`config.mk`:
```
export PLATFORM = sky130hd
export DESIGN_NAME = bcd_counter_n
export DESIGN_NICKNAME = d
export VERILOG_FILES = /design/src/rtl/bcd_counter_n.sv
export SDC_FILE = /design/constraint.sdc
export NUM_CORES = 1
export LEC_CHECK = 0
export CAP_MARGIN = 20
export CORE_MARGIN = 2
export CORE_UTILIZATION = 32
export CTS_CLUSTER_SIZE = 40
export DETAILED_ROUTE_END_ITERATION = 6
export PLACE_DENSITY = 0.48
export SLEW_MARGIN = 10
export SYNTH_ARGS = -nofsm -noshare
export SYNTH_HDL_FRONTEND = slang
export SYNTH_SLANG_ARGS = --single-unit
export TNS_END_PERCENT = 30
```
`constraint.sdc`:
```
create_clock -name CLOCK_50 -period 6.85 [get_ports CLOCK_50]
set_clock_uncertainty 0.15 [all_clocks]
set_input_delay 1.0275 -clock CLOCK_50 [delete_from_list [all_inputs] [get_ports CLOCK_50]]
set_output_delay 1.0275 -clock CLOCK_50 [all_outputs]
set_load 0.02 [all_outputs]
```
`src/rtl/bcd_counter_n.sv`:
```
// bcd_counter_n: N-digit BCD up/down counter with tick divider, load, limit, wrap pulse and 7-segment outputs.
module bcd_counter_n #(
    parameter int DIGITS = 2,
    parameter int DIV = 50000000,
    parameter logic [4*DIGITS-1:0] LIMIT = 8'h99
) (
    input  logic                  CLOCK_50,
    input  logic                  RS,
    input  logic                  EN,
    input  logic                  UP,
    input  logic                  LOAD,
    input  logic [4*DIGITS-1:0]   LOAD_VAL,
    input  logic                  BLANK_LZ,
    output logic [4*DIGITS-1:0]   BCD,
    output logic [7*DIGITS-1:0]   HEX,
    output logic                  TICK,
    output logic                  TC
);
    localparam int DW = DIV > 1 ? $clog2(DIV) : 1;
    localparam logic [DW-1:0] DMAX = DW'(DIV - 1);
    localparam int W = 4 * DIGITS;

    logic [DW-1:0] div;
    logic          wrap;
    logic [W-1:0]  inc, dec, san, load_v;
    logic          c, b, z;

    function automatic logic [6:0] seg7(input logic [3:0] d);
        case (d)
            4'd0: seg7 = 7'b1000000;
            4'd1: seg7 = 7'b1111001;
            4'd2: seg7 = 7'b0100100;
            4'd3: seg7 = 7'b0110000;
            4'd4: seg7 = 7'b0011001;
            4'd5: seg7 = 7'b0010010;
            4'd6: seg7 = 7'b0000010;
            4'd7: seg7 = 7'b1111000;
            4'd8: seg7 = 7'b0000000;
            4'd9: seg7 = 7'b0010000;
            default: seg7 = 7'b1111111;
        endcase
    endfunction

    assign wrap = div == DMAX;

    // Ripple decimal carry/borrow; sanitised load value clamped to the limit.
    always_comb begin
        inc = BCD;
        dec = BCD;
        san = '0;
        c = 1'b1;
        b = 1'b1;
        for (int k = 0; k < DIGITS; k++) begin
            inc[4*k+:4] = c ? (BCD[4*k+:4] == 4'd9 ? 4'd0 : BCD[4*k+:4] + 4'd1) : BCD[4*k+:4];
            c = c && BCD[4*k+:4] == 4'd9;
            dec[4*k+:4] = b ? (BCD[4*k+:4] == 4'd0 ? 4'd9 : BCD[4*k+:4] - 4'd1) : BCD[4*k+:4];
            b = b && BCD[4*k+:4] == 4'd0;
            san[4*k+:4] = LOAD_VAL[4*k+:4] > 4'd9 ? 4'd0 : LOAD_VAL[4*k+:4];
        end
        load_v = san > LIMIT ? LIMIT : san;
    end

    always_ff @(posedge CLOCK_50 or posedge RS) begin
        if (RS) begin
            div  <= '0;
            BCD  <= '0;
            TICK <= 1'b0;
            TC   <= 1'b0;
        end else begin
            TICK <= wrap;
            TC   <= 1'b0;
            div  <= (LOAD || wrap) ? '0 : div + 1'b1;
            if (LOAD)
                BCD <= load_v;
            else if (wrap && EN) begin
                if (UP) begin
                    BCD <= BCD == LIMIT ? '0 : inc;
                    TC  <= BCD == LIMIT;
                end else begin
                    BCD <= BCD == '0 ? LIMIT : dec;
                    TC  <= BCD == '0;
                end
            end
        end
    end

    // z stays high while this digit and every higher one are zero.
    always_comb begin
        HEX = '1;
        z = 1'b1;
        for (int k = DIGITS - 1; k >= 0; k--) begin
            z = z && BCD[4*k+:4] == 4'd0;
            HEX[7*k+:7] = (BLANK_LZ && k > 0 && z) ? 7'b1111111 : seg7(BCD[4*k+:4]);
        end
    end
endmodule

```
==> key figures, run 1 <==
Setup path
  • Critical path destination: HEX[13]
  • Element type at the critical path end: output port
  • RR Endpoint: BCD[7]
  • Worst Reg-to-Reg Cells: 7
  • CP Class: primary input to output port
  • Crit path DAT: 2620 ps
  • Worst Path Required: approximately 5700 ps
  • CP startpoint kind: primary input
  • Flop2flop setup slack: about 4400 ps
  • Reg-to-reg startpoint: BCD[0]
  • Worst-path fanout max: 5
  • CP Launch Point: BLANK_LZ

Place
  • Dpl hpwl: roughly 4.4 mm
  • Gpl congestion: between 0.8 and 0.9
  • Port bufs: 37

Drt
  • Routed WL per cell: 14.4 um
  • Final ANT Viol Nets: 0
  • Drt first pass iters: 4
  • Initial DRC Count: 53
  • Remaining DRCs: 0
  • Vias/cell: between 5 and 6
  • Via count: 2230
  • Post-Route WL: roughly 6.2 mm

Cells and area
  • Final net count: around 350
  • Ant. Diodes: 0
  • Area Overhead vs Synth: 20.9%
  • Layout cells sized above 1: ~7.4%

Power
  • P per Cell Area: ~240 nW/um^2
  • P_leak: between 1 and 1.5 nW
  • Total Power: around 730 uW
  • Peak VDD IR: 104 uV

Clock network
  • PostCTS Resize Cnt: 0
  • CTS tree: yes
  • Max Root-Sink Buffers: 2
  • Root Driver: clkbuf_8
  • H-tree Lvls: 2
  • Later-pin clock latency in the skew report: between 200 and 300 ps
  • Worst-path clk slew: 60 ps
  • Cts hold-fix bufs: 0
  • CTS buffer count: 5
  • Clock tree sinks: 36
  • Setup bufs post-CTS: 0

Global route
  • Total congestion overflow: 0
  • Initial antenna violation count: 0
  • Tot GR Track Use: approximately 15%
  • Number of global-route vias before repair: approximately 2200
  • First-pass GRT wire length: approximately 11 mm
  • Largest net degree at the start of global routing: 37

STA
  • Unrepaired setup endpoints after global routing: no
  • Worst-margin pin slew: 652 ps
  • Final setup fails: 0
  • Slew HR: roughly 56%
  • Period Utilization, post-route: about 55%
  • Hold Vio Cnt, Final: 0
  • Tmin final: ~3800 ps
  • FMAX: 0.263 GHz
  • Setup_tns: 0 ps
  • Final Max Slew Viols: 0

Status
  • Status: completed

Logic synthesis
  • Ys Warns: 0
  • Most frequent cell after synthesis: nor2_1
  • Prevailing post-synth register cell: dfrtp_1
  • Ranking of synthesized cells by area: dfrtp_1, nor2_1, ha_1
  • Top cell type by total area after synthesis: dfrtp_1
  • Post-synth EDFFs: 0
  • Share of the synthesized area in the top cell type: a little over a third
  • Count of cell types in the netlist: between 50 and 60
  • Mapped Area: between 2000 and 3000 sq um
  • Share of flip-flops with an asynchronous set or reset: 100%
  • #FFs+latches synth: 36
  • Syn_area_per_cell: slightly below 9 sq um
  • Syn Nets: 316
  • Register area share after synthesis: a little over a third
  • Commonest cells in the netlist: nor2_1, dfrtp_1, inv_1, a21oi_1, nand2_1
  • Syn Inst Count: about 290

Worst hold path
  • Worst hold path class: flop to flop

Floorplan
  • Die footprint: 8720 sq um
  • Die Y-Extent: around 93 um
  • Ports: 38
  • Core box area: 7730 sq um
  • # rows: 32
  • Initial Util: 33.1%
  • Chip width: ~93 um

Run
  • # Max-Cap Violations: 0
==> kinds of logic (layout without fill, tap and decap cells) <==
family | Yosys count | after routing | synth area share, %
AO/OA/AOI/OAI | 63 | 63 | 16.3
XOR/XNOR | 23 | 23 | 7.88
adder cells (fa/ha/maj) | 11 | 11 | 5.38
buffers and inverters | 31 | 65 | 5.48
flip-flops | 36 | 36 | 35.2
multiplexers | 5 | 5 | 2.15
AND/OR/NAND/NOR | 122 | 122 | 27.6
==> metrics by stage <==
| step | hold slack, ps | setup slack [ps] | cell area [sq um] | utilization [%] | instances |
|---|---|---|---|---|---|
| finish | 388 | 3050 | 3090 | 40.0 | 427 |
| global route | 424 | 2980 | 3090 | 40.0 | 427 |
| CTS | 392 | 3050 | 3080 | 39.8 | 426 |
| detailed placement | 381 | 3060 | 2990 | 38.7 | 418 |
| global placement | 382 | 3090 | 2990 | 38.7 | 418 |
| floorplan | 342 | 4010 | 2560 | - | 291 |
==> how the worst min path moves through the flow <==
stage	start	end	slack [ps]	depth (start not counted)
after floorplan	div[0]	div[0]	340	1
after global placement	div[23]	div[23]	380	2
after detailed placement	div[0]	div[0]	380	1
after CTS	div[0]	div[0]	390	1
after global routing	div[17]	div[17]	420	2
final	div[0]	div[0]	390	1
==> worst max-delay path: stages <==
cell and delay, ps:
clkdlybuf4s50_1 500, and2_1 210, o31ai_1 90, a21oi_1 170, clkdlybuf4s50_1 620
==> cell usage in the layout, fill, tap and decap left out, drive strengths merged, types with 2 or more instances in the layout <==
cell type       n
clkbuf          8
nor2           41
o211ai          6
nor2b           2
a31o            2
xor2            8
and3            5
nor4            7
nand2b          5
nand2          17
nand3          11
a31oi           4
o31ai           4
nor3           13
mux2i           4
or3             3
a311oi          2
o21ai          17
xnor2          15
buf             2
nand4           7
and4            3
a21oi          17
clkdlybuf4s50  37
dfrtp          36
ha             11
inv            18
==> per-layer routing <==
layer	GRT usage, %	vias to the layer above	part of all wire (%)
met5	0	-	0
met4	5.39	0	1.3
met3	2.82	6	4.6
met2	25.2	40	48
met1	19.6	1071	47
li1	-	1113	-
==> sequential cells by signal (all words and copies together) (netlist names) <==
name,cells
TICK,1
TC,1
BCD,8
div,26
==> where the power goes <==
part,switching [mW],internal (mW)
logic,0.166,0.147
registers,0.0362,0.223
clock network,0.0750,0.0821
total,0.277,0.452
==> final cells by class <==
cell class / instances / area [sq um]
flip-flops and latches: 36 / 901
multi-input cells: 224 / 1520
well taps: 102 / 128
inverters: 18 / 67.6
repair buffers: 39 / 389
fillers: 787 / 4640
clock buffers: 8 / 90.1
Power figures use the tool's default switching activity.
==> run 2, diff against run 1 <==
==> constraint.sdc (replaced) <==
create_clock -name CLOCK_50 -period 3.7 [get_ports CLOCK_50]
set_clock_uncertainty 0.15 [all_clocks]
set_input_delay 0.555 -clock CLOCK_50 [delete_from_list [all_inputs] [get_ports CLOCK_50]]
set_output_delay 0.555 -clock CLOCK_50 [all_outputs]
set_load 0.02 [all_outputs]
==> run 2 against run 1 <==
Effect of this change:
- clock power up 61%
- sequential cell count unchanged
- utilization down 0.32 points
- sequential share of layout area grew 0.24 points
- clock-buffer cell count decreased by 3
- global-route usage fell by 0.51 points
==> key figures, run 2 (synthesis results as in run 1) <==
Floorplan
  • # rows: 32 (unchanged)
  • Chip width: 93.4 um (unchanged)
  • Die Y-Extent: 93.4 um (unchanged)
  • Core box area: 7730 sq um (unchanged)
  • Initial Util: 33.1% (unchanged)
  • Die footprint: 8720 sq um (unchanged)
  • Ports: 38 (unchanged)

Worst hold path
  • Start point of the worst hold path: div[0] (unchanged)
  • Hold path depth: 1 (unchanged)
  • Worst hold path class: flop to flop (unchanged)
  • WHS Endpoint: div[0] (unchanged)

Setup path
  • Crit path buffers/inverters: 2 (unchanged)
  • CP peak stage delay: 560 ps (was 620 ps)
  • Worst Reg-to-Reg Cells: 7 (unchanged)
  • Crit-path leading delay family: buffers and inverters (unchanged)
  • Element type at the critical path end: output port (unchanged)
  • CP Class: flop to output port (was primary input to output port)
  • RR Endpoint: BCD[7] (unchanged)
  • Reg-to-reg startpoint: BCD[0] (unchanged)
  • Flop2flop setup slack: 1240 ps (was 4360 ps)
  • WP depth: 6 (was 5)
  • Worst Path Required: 2990 ps (was 5670 ps)
  • Crit path DAT: 2350 ps (was 2620 ps)
  • Worst-path fanout max: 10 (was 5)
  • Slowest CP cell: clkdlybuf4s50_1 (unchanged)
  • CP startpoint kind: flop (was primary input)
  • Crit path cell chain: inv_1, ha_1, and2_1, o31ai_1, a21oi_1, clkdlybuf4s50_1 (was clkdlybuf4s50_1, and2_1, o31ai_1, a21oi_1, clkdlybuf4s50_1)

STA
  • Final Max Slew Viols: 0 (unchanged)
  • Hold Vio Cnt, Final: 0 (unchanged)
  • FMAX: around 0.33 GHz
  • Setup WS post-layout: 647 ps (was 3050 ps)
  • Slew HR: 59.8% (was 56.4%)
  • Final setup fails: 0 (unchanged)
  • Tmin final: 3050 ps
  • Unrepaired setup endpoints after global routing: no (unchanged)
  • Setup_tns: 0 ps (unchanged)
  • Period Utilization, post-route: 82.5%
  • Worst-margin pin slew: 601 ps (was 652 ps)

Global route
  • First-pass GRT wire length: 10.3 mm (was 10.6 mm)
  • Total congestion overflow: 0 (unchanged)
  • Number of global-route vias before repair: 2078 (was 2226)
  • Initial antenna violation count: 0 (unchanged)
  • Tot GR Track Use: 14.6% (was 15.1%)
  • Largest net degree at the start of global routing: 37 (unchanged)

Clock network
  • CTS tree: yes (unchanged)
  • CTS buffer count: 5 (unchanged)
  • Root Driver: clkbuf_8 (unchanged)
  • H-tree Lvls: 2 (unchanged)
  • Clock tree sinks: 36 (unchanged)
  • Setup bufs post-CTS: 0 (unchanged)
  • Worst-path clk slew: 70 ps (was 60 ps)
  • Max Root-Sink Buffers: 2 (unchanged)
  • Later-pin clock latency in the skew report: 280 ps (was 290 ps)
  • PostCTS Resize Cnt: 0 (unchanged)
  • Cts hold-fix bufs: 0 (unchanged)

Drt
  • Drt first pass iters: 4 (unchanged)
  • Post-Route WL: 6.00 mm (was 6.17 mm)
  • Vias/cell: 5.10 (was 5.22)
  • Via count: 2161 (was 2230)
  • Routed WL per cell: 14.2 um (was 14.4 um)
  • Remaining DRCs: 0 (unchanged)
  • Initial DRC Count: 83 (was 53)
  • Final ANT Viol Nets: 0 (unchanged)

Status
  • Status: completed (unchanged)

Place
  • Placed cell count: 419 (was 418)
  • Port bufs: 37 (unchanged)
  • DP Worst Slack: 867 ps (was 3060 ps)
  • Dpl hpwl: 4.33 mm (was 4.36 mm)
  • Gpl congestion: 0.841 (was 0.809)

Cells and area
  • Largest registers: div: 26 flops, BCD: 8 flops (unchanged)
  • Fin cells: 424 (was 427)
  • Max reg flops: 26 (unchanged)
  • Commonest non-fill, non-tap cell in the layout: nor2_1 (unchanged)
  • Layout cells sized above 1: 7.14% (was 7.38%)
  • Most flop-heavy register: div (unchanged)
  • Area Overhead vs Synth: 19.9% (was 20.9%)
  • Final net count: 349 (unchanged)
  • Ant. Diodes: 0 (unchanged)
  • Most frequent cells in the layout: nor2_1, clkdlybuf4s50_1, dfrtp_1 (unchanged)

Power
  • Total Power: 1.31 mW (was 729 uW)
  • Peak VDD IR: 181 uV (was 104 uV)
  • P per Cell Area: 427 nW/um^2 (was 236 nW/um^2)
  • P_leak: 1.25 nW (was 1.26 nW)

Run
  • # Max-Cap Violations: 0 (unchanged)
==> run 2: changes by cell type in the layout (fill, tap and decap cells not counted), sizes merged <==
cell / delta
clkbuf: -3
==> run 2: final cells by class <==
cell class,count,area (sq um)
inverter,18,67.6
fill,786,4660
timing repair buffer,39,385
clock buffer,5,68.8
tap,102,128
sequential,36,901
multi-input combinational,224,1520
==> run 2: worst max-delay path by stage <==
| stage | endpoint | start |
|---|---|---|
| global route | HEX[10] | BCD[4] |
| floorplan | BCD[7] | BCD[1] |
| detailed placement | HEX[13] | BLANK_LZ |
| global placement | HEX[9] | BLANK_LZ |
| finish | HEX[13] | BCD[4] |
| CTS | HEX[13] | BCD[4] |
==> run 2: report_power, final <==
group / leakage [nW] / internal (mW) / switching (mW)
clock: 0.0359 / 0.121 / 0.131
sequential: 0.490 / 0.413 / 0.0646
combinational: 0.727 / 0.272 / 0.307
==> run 2: per-stage QoR <==
stage	hold slack (ps)	util, %	cell area, sq um
2_1_floorplan	342	-	2560
3_3_place_gp	370	38.8	3000
3_5_place_dp	377	38.8	3000
4_1_cts	391	39.7	3070
5_1_grt	416	39.7	3070
6_report	385	39.7	3070
==> run 2: layer usage <==
layer / vias to the layer above / track usage (%) / wire length (um) / share of wire (%)
li1: 1105 / - / - / -
met1: 1006 / 20.1 / 2950 / 49
met2: 43 / 23.5 / 2710 / 45
met3: 7 / 2.98 / 285 / 4.7
met4: 0 / 3.68 / 62 / 1.0
met5: - / 0 / 0 / 0
==> run 3, diff against run 2 <==
--- a/config.mk
+++ b/config.mk
@@ -10,7 +10,7 @@
 export CORE_UTILIZATION = 32
 export CTS_CLUSTER_SIZE = 40
 export DETAILED_ROUTE_END_ITERATION = 6
-export PLACE_DENSITY = 0.48
+export PLACE_DENSITY = 0.5
 export SLEW_MARGIN = 10
 export SYNTH_ARGS = -nofsm -noshare
 export SYNTH_HDL_FRONTEND = slang
==> constraint.sdc (replaced) <==
create_clock -name CLOCK_50 -period 2.5 [get_ports CLOCK_50]
set_clock_uncertainty 0.15 [all_clocks]
set_input_delay 0.375 -clock CLOCK_50 [delete_from_list [all_inputs] [get_ports CLOCK_50]]
set_output_delay 0.375 -clock CLOCK_50 [all_outputs]
set_load 0.02 [all_outputs]
==> run 3 against run 2 <==
Effect of this change:
- die area is the same
- worst hold slack lost 52 ps
- clock power grew 71%
- utilization grew 1.8 points
- cell count grew 4.7%
- power grew 52%
- clock-buffer cell count grew 1
- critical path depth shrank 1
- non-clock buffer count grew 17
- global-route usage grew 0.57 points
- worst setup slack lost 510 ps
- sequential power grew 39%
- critical endpoint is now HEX[7]
- largest cell class unchanged
==> key figures, run 3 (synthesis results as in run 1) <==
STA
  • Final setup fails: 0 (unchanged)
  • Tmin final: 2370 ps
  • Hold Vio Cnt, Final: 0 (unchanged)
  • Unrepaired setup endpoints after global routing: no (unchanged)
  • Slew HR: 59.6% (was 59.8%)
  • Period Utilization, post-route: approximately 95%
  • Worst-margin pin slew: 591 ps (was 601 ps)
  • Final Max Slew Viols: 0 (unchanged)
  • Setup WS post-layout: 134 ps (was 647 ps)
  • Setup_tns: 0 ps (unchanged)
  • FMAX: about 0.42 GHz

Clock network
  • CTS buffer count: 5 (unchanged)
  • Root Driver: clkbuf_8 (unchanged)
  • H-tree Lvls: 2 (unchanged)
  • Worst-path clk slew: 70 ps (about the same)
  • Later-pin clock latency in the skew report: 290 ps (was 280 ps)
  • Setup bufs post-CTS: 0 (unchanged)
  • CTS tree: yes (unchanged)
  • Clock tree sinks: 36 (unchanged)
  • Max Root-Sink Buffers: 2 (unchanged)

Floorplan
  • Die Y-Extent: 93.4 um (unchanged)
  • # rows: 32 (unchanged)
  • Core box area: 7730 sq um (unchanged)
  • Die footprint: 8720 sq um (unchanged)
  • Chip width: 93.4 um (unchanged)
  • Initial Util: 33.1% (unchanged)
  • Ports: 38 (unchanged)

Place
  • DP Worst Slack: 46.8 ps (was 867 ps)
  • Dpl hpwl: 4.66 mm (was 4.33 mm)
  • Port bufs: 37 (unchanged)
  • Gpl congestion: 0.854 (was 0.841)

Global route
  • Number of global-route vias before repair: 2282 (was 2078)
  • Tot GR Track Use: 15.2% (was 14.6%)
  • First-pass GRT wire length: 10.6 mm (was 10.3 mm)
  • Initial antenna violation count: 0 (unchanged)
  • Total congestion overflow: 0 (unchanged)
  • Largest net degree at the start of global routing: 37 (unchanged)

Cells and area
  • Max reg flops: 26 (unchanged)
  • Most flop-heavy register: div (unchanged)
  • Area Overhead vs Synth: 25.4% (was 19.9%)
  • Ant. Diodes: 0 (unchanged)
  • Commonest non-fill, non-tap cell in the layout: nor2_1 (unchanged)
  • Largest registers: div: 26 flops, BCD: 8 flops (unchanged)
  • Final net count: 366 (was 349)
  • Layout cells sized above 1: 13.7% (was 7.14%)
  • Most frequent cells in the layout: nor2_1, dfrtp_1, clkdlybuf4s50_1 (was nor2_1, clkdlybuf4s50_1, dfrtp_1)

Drt
  • Routed WL per cell: 14.0 um (was 14.2 um)
  • Initial DRC Count: 58 (was 83)
  • Remaining DRCs: 0 (unchanged)
  • Final ANT Viol Nets: 0 (unchanged)
  • Vias/cell: 5.13 (was 5.10)
  • Drt first pass iters: 4 (unchanged)
  • Post-Route WL: 6.24 mm (was 6.00 mm)
  • Via count: 2278 (was 2161)

Worst hold path
  • Worst hold path class: primary input to asynchronous set/reset pin (was flop to flop)

Setup path
  • Element type at the critical path end: output port (unchanged)
  • Reg-to-reg startpoint: BCD[1] (was BCD[0])
  • CP Class: flop to output port (unchanged)
  • Worst Path Required: 1980 ps (was 2990 ps)
  • CP startpoint kind: flop (unchanged)
  • Crit path DAT: 1840 ps (was 2350 ps)
  • Worst Reg-to-Reg Cells: 7 (unchanged)
  • RR Endpoint: BCD[7] (unchanged)
  • Worst-path fanout max: 9 (was 10)
  • Flop2flop setup slack: 260 ps (was 1240 ps)

Power
  • Peak VDD IR: 250 uV (was 181 uV)
  • P_leak: 1.40 nW (was 1.25 nW)
  • P per Cell Area: 621 nW/um^2 (was 427 nW/um^2)

Status
  • Status: completed (unchanged)

Run
  • # Max-Cap Violations: 0 (unchanged)
run 3: timing repair:
item | CTS | global route
pin swaps | 0 | 0
hold buffers | 0 | 0
resized for setup | 11 | 11
hold endpoints to repair | 0 | 0
endpoints found under the setup margin | 10 | 8
run 3: routing by layer:
layer	global-route usage [%]	wire length [um]	vias to the layer above
met1	19.4	2890	1068
met5	0	0	-
met4	4.78	87	0
met3	2.66	297	7
li1	-	-	1147
met2	26.1	2960	56
run 3: where the power goes:
| part | internal [mW] | switching [mW] |
|---|---|---|
| clock network | 0.220 | 0.211 |
| logic | 0.388 | 0.507 |
| registers | 0.613 | 0.0501 |
run 3: through the flow:
step	cell area [sq um]	hold slack, ps	util, %	power [mW]	std cells
6_report	3210	334	41.5	1.99	444
3_3_place_gp	3120	373	40.4	1.65	436
5_1_grt	3210	392	41.5	2.12	444
2_1_floorplan	2560	342	-	1.22	291
4_1_cts	3210	355	41.5	2.03	444
3_5_place_dp	3120	382	40.4	1.64	436
run 3: layout make-up:
class                      count  area, sq um
inverter                      18         67.6
fill                         777         4520
tap                          102          128
clock buffer                   6         82.6
multi-input combinational    224         1520
sequential                    36          902
clock inverter                 2         10.0
timing repair buffer          56          500
run 3: how the worst max path moves through the flow:
stage,from,end,slack [ps],cells after the start
final,BCD[4],HEX[7],130,5
after global routing,BCD[4],HEX[11],10,6
after global placement,BLANK_LZ,HEX[9],40,5
after detailed placement,BLANK_LZ,HEX[10],50,5
after floorplan,BCD[1],BCD[7],140,7
after CTS,BCD[0],HEX[2],20,6
run 3: critical path, cell delays in order, from the launching register on:
cell	delay, ps
dfrtp_1	380
buf_4	170
ha_1	230
nor2b_1	150
o32a_1	300
dlygate4sd2_1	320
==> variant 1: new RTL, settings of run 3 <==
The parameter `DIV` goes from 50000000 to 25000000.
--- a/src/rtl/bcd_counter_n.sv
+++ b/src/rtl/bcd_counter_n.sv
@@ -2,5 +2,5 @@
 module bcd_counter_n #(
     parameter int DIGITS = 2,
-    parameter int DIV = 50000000,
+    parameter int DIV = 25000000,
     parameter logic [4*DIGITS-1:0] LIMIT = 8'h99
 ) (
Formal check against the unedited RTL: no difference found for any inputs over 10 cycles, from zero or initial values; that may be too few to reach the edited logic, so the function may still have changed.
==> variant 1 against run 3 <==
Maximum frequency is 0.81% higher. Combinational power is 2% lower. Synthesized cell count is 1.4% higher. Register-to-register slack better by 0.06 ns. Sequential cell count is 1 lower. Total power is 5.1% lower. Final area hardly changed. Setup slack better by 0.019 ns. Core utilization is 0.18 points lower. Via count is 0.83% higher. Wire length is 1.5% lower. Synthesized area is 0.59% higher. Non-clock buffer count is 2 higher.
==> variant 1: results (changes against run 3) <==
The flow ran to the end, and the final reports show no timing, DRC or antenna violations. The run gives 372 (+1.6%) as the net count of the finished layout. The share of cell area taken by muxes after synthesis was 2.141% (-0.013 points). The area share of fa/ha/maj cells after synthesis was 5.353% (-0.031 points); the number of clock buffers in the layout was 7 (+1).

The tools report the leakage component of the power as 1.415 nW (+0.85%). The logs give 10450 um (-1.8%) for the wire length of the first global-routing pass and 23.44% (-2.6 points) for the met2 track demand over resource. The sequential cell area fraction in the yosys report is 34.06% (-1.2 points), and the number of synthesized register bits is 35 (-2.8%). The tools report the power consumed by the clock network as 0.380 mW (-12%). The share of layout cells above drive strength 1 came out at 13.51% (-0.24 points).

The tools report the area taken by flip-flops and latches as 877.1 um^2 (-2.8%). For the number of filler cells placed in the layout, the log shows 828 (+6.6%). The routed length on met3 came out at 292 um (-1.7%).

Half-perimeter wire length after placement: 4656 um (-0.13%). The run gives 33.5% (+0.2 points) as the sequential cell fraction of total power. The total area of multi-input combinational cells is 1539 um^2 (+1.6%).

The logs give 2819 um (-4.7%) for the total met2 wirelength after detailed routing and 61.17% (+1.6 points) for the relative max-transition margin. The worst hold slack after final layout was 0.3367 ns (+0.003151 ns); the met1 track demand over resource in global routing was 20.60% (+1.2 points). The maximum vdd ir drop was 300.0 uV (+20%); the final weighted congestion in routability-driven placement was 0.8263 (-3.3%).

The largest incremental delay on the critical path is 0.59 ns (+0.21 ns), and the top fanout value on the critical path is 5 (-4). Total power of the final layout: 1.888 mW (-5.1%). Counting instances in the post-synthesis netlist gives the leading cell types as 41 x sky130_fd_sc_hd__nor2_1, 35 x sky130_fd_sc_hd__dfrtp_1, 22 x sky130_fd_sc_hd__nand2_1.

The placement-stage worst setup slack is -0.01728 ns (-0.06404 ns), and the vias after detailed routing is 2297 (+0.83%). The DRC violation total after the first TritonRoute iteration was 61 (+5.2%). The average size of a mapped cell is 8.716 um^2 (-0.78%), and the average via count per standard cell is 5.104 (-0.51%). In the post-synthesis netlist, the biggest area contributors are sky130_fd_sc_hd__dfrtp_1 34%, sky130_fd_sc_hd__nor2_1 6.0%, sky130_fd_sc_hd__xor2_1 5.8%. The fraction of area in clock buffers and inverters came out at 2.535% (-0.35 points).

The worst setup path endpoint is HEX[1]. The depth of the worst register-to-register path came out at 5 (-2). In this run the worst setup path begins at BCD[0]. For the number of multi-input combinational cells in the layout, the log shows 232 (+3.6%). The xor/xnor cell area share of the yosys netlist was 7.835% (-0.046 points); the fraction of the mapped netlist area in compound gates was 14.89% (-1.4 points). The met1 wire length is 2973 um (+2.8%). The logs give 6144 um (-1.5%) for the wire length after detailed routing and 36 (-2.7%) for the maximum number of pins on one net before global-route repair. The count of non-CTS buffers in the layout was 58 (+3.6%).
-- variant 1: changes by cell type after synthesis, sizes merged, moves of 4 or more --
| cell | delta |
|---|---|
| nand2 | +6 |
| nand3 | +4 |
| nand4 | +4 |
| nor3 | -4 |
| o211ai | -4 |
| xnor2 | -9 |
| xor2 | +9 |
-- variant 1: stage by stage --
step	util, %	cell area, um^2
after floorplan	-	2571
after global placement	40.25	3127
after detailed placement	40.25	3127
after CTS	41.16	3197
after global routing	41.30	3208
final	41.30	3208
-- variant 1: kinds of logic (layout without fill, tap and decap cells) --
group           after synthesis  count (layout)
mux                           4               4
xor+xnor                     23              23
buf+inv                      28              81
simple gates                135             135
fa+ha+maj                    11              11
flops                        35              35
compound gates               59              59
-- variant 1: what timing repair did --
item,CTS,global route
setup endpoints to repair,9,5
gates resized for setup,9,5
hold buffers,0,0
cloned,0,0
setup buffers,0,0
==> variant 2: new RTL, flow settings as in run 3 <==
Without the edit above. Add an input register stage for `EN`, `UP`, `LOAD`, `LOAD_VAL` and `BLANK_LZ`, without a reset; this delays them by one clock.
--- a/src/rtl/bcd_counter_n.sv
+++ b/src/rtl/bcd_counter_n.sv
@@ -20,4 +20,18 @@
     localparam logic [DW-1:0] DMAX = DW'(DIV - 1);
     localparam int W = 4 * DIGITS;
+
+    logic EN_q;
+    logic UP_q;
+    logic LOAD_q;
+    logic [4*DIGITS-1:0] LOAD_VAL_q;
+    logic BLANK_LZ_q;
+
+    always_ff @(posedge CLOCK_50) begin
+        EN_q       <= EN;
+        UP_q       <= UP;
+        LOAD_q     <= LOAD;
+        LOAD_VAL_q <= LOAD_VAL;
+        BLANK_LZ_q <= BLANK_LZ;
+    end
 
     logic [DW-1:0] div;
@@ -56,5 +70,5 @@
             dec[4*k+:4] = b ? (BCD[4*k+:4] == 4'd0 ? 4'd9 : BCD[4*k+:4] - 4'd1) : BCD[4*k+:4];
             b = b && BCD[4*k+:4] == 4'd0;
-            san[4*k+:4] = LOAD_VAL[4*k+:4] > 4'd9 ? 4'd0 : LOAD_VAL[4*k+:4];
+            san[4*k+:4] = LOAD_VAL_q[4*k+:4] > 4'd9 ? 4'd0 : LOAD_VAL_q[4*k+:4];
         end
         load_v = san > LIMIT ? LIMIT : san;
@@ -70,9 +84,9 @@
             TICK <= wrap;
             TC   <= 1'b0;
-            div  <= (LOAD || wrap) ? '0 : div + 1'b1;
-            if (LOAD)
+            div  <= (LOAD_q || wrap) ? '0 : div + 1'b1;
+            if (LOAD_q)
                 BCD <= load_v;
-            else if (wrap && EN) begin
-                if (UP) begin
+            else if (wrap && EN_q) begin
+                if (UP_q) begin
                     BCD <= BCD == LIMIT ? '0 : inc;
                     TC  <= BCD == LIMIT;
@@ -91,5 +105,5 @@
         for (int k = DIGITS - 1; k >= 0; k--) begin
             z = z && BCD[4*k+:4] == 4'd0;
-            HEX[7*k+:7] = (BLANK_LZ && k > 0 && z) ? 7'b1111111 : seg7(BCD[4*k+:4]);
+            HEX[7*k+:7] = (BLANK_LZ_q && k > 0 && z) ? 7'b1111111 : seg7(BCD[4*k+:4]);
         end
     end
Formal check against the unedited RTL: not equivalent (a bounded check fails within 4 cycles, from zero or initial values).
==> variant 2 against run 3 <==
Total power is 13% higher. Final area is 12% higher. Sequential cell count is 12 higher. Core utilization is 0.41 points lower. Wire length is 19% higher. Synthesized area is 14% higher. Die area is 14% higher. Setup slack worse by 0.034 ns.
==> variant 2: results (changes against run 3) <==
The flow ran to the end, and the final reports show no timing, DRC or antenna violations. The relative max-transition margin was 68.39% (+8.8 points); the top fanout value on the critical path was 13 (+4). The number of unique standard cell types used by synthesis is 61 (+7.0%), and the via count of the first global-routing pass is 2539 (+11%).

The data arrival time of the critical path is 1.87 ns (+0.03 ns). The post-cts repair resize count is 12 (+1), and the final weighted congestion in routability-driven placement is 0.8852 (+3.6%). The met1 track demand over resource in global routing was 21.32% (+1.9 points); the internal portion of total power was 1.460 mW (+20%). For the total met2 wirelength after detailed routing, the log shows 3483 um (+18%). Clock transition at the register clock pins on the worst setup and hold paths after CTS: 0.10 ns (+0.03 ns). The ratio of total power to cell area is 624.7 nW/um^2 (+0.66%). The number of synthesized register bits is 48 (+33%), and the sequential power is 0.870 mW (+31%).

The fraction of area in clock buffers and inverters is 3.094% (+0.21 points), and the number of filler cells placed in the layout is 908 (+17%). The proportion of final cell area spent on non-clock buffers works out to 13.83% (-1.8 points). The wire length of the first global-routing pass is 12790 um (+20%). The met1 wire length is 3522 um (+22%), and the sequential cell area fraction in the yosys report is 39.09% (+3.8 points). The routing usage on met3 was 2.460% (-0.20 points); the largest incremental delay on the critical path was 0.66 ns (+0.28 ns).

The area share of fa/ha/maj cells after synthesis was 4.715% (-0.67 points); the share of the final layout cell area in sequential cells was 31.77% (+3.6 points). The net count of the finished layout was 403 (+10%); the wire length after detailed routing was 7410 um (+19%). The number of non-clock inverters was 13 (-5). The met2 track demand over resource is 26.46% (+0.38 points). The DRC violation total after the first TritonRoute iteration is 55 (-5.2%), and the maximum vdd ir drop is 199.8 uV (-20%).

After synthesis, the most frequently instantiated cells are 37 x sky130_fd_sc_hd__nor2_1, 36 x sky130_fd_sc_hd__dfrtp_1, 24 x sky130_fd_sc_hd__a21oi_1. The tools report the leakage component of the power as 1.490 nW (+6.2%). The placement-stage worst setup slack was 0.1863 ns (+0.1395 ns); the xor/xnor cell area share of the yosys netlist was 4.501% (-3.4 points). The area after detailed placement was 3491 um^2 (+12%).

Number of multi-input combinational cells in the layout: 254 (+13%).
variant 2: worst max-delay path: cells and delay by family, from the launching register on:
kind / cells / cell delay, ns
DFF: 1 / 0.66
buffers and inverters: 1 / 0.60
AOI/OAI and AO/OA: 1 / 0.22
and+or+nand+nor: 1 / 0.10
variant 2: path summary, 6_finish.rpt:
kind | start | endpoint | slack [ns] | cells past startpoint
hold reg to reg | div[0] | div[0] | 0.36 | 1
hold / removal | RS | BCD[7] | 0.32 | 3
setup reg to reg | div[0] | BCD[0] | 0.23 | 5
setup / recovery | BCD[3] | HEX[2] | 0.10 | 3
max in group asynchronous | RS | BCD[0] | 1.50 | 3
min in group CLOCK_50 | LOAD_VAL[7] | LOAD_VAL_q[7] | 0.35 | 1
variant 2: through the flow:
step                      hold slack, ns  utilization, %  std cells
after global placement            0.3466           39.83        479
final                             0.3214           41.08        487
after global routing              0.3268           41.08        487
after floorplan                   0.2527               -        329
after detailed placement          0.3489           39.83        479
after CTS                         0.3355           40.93        487
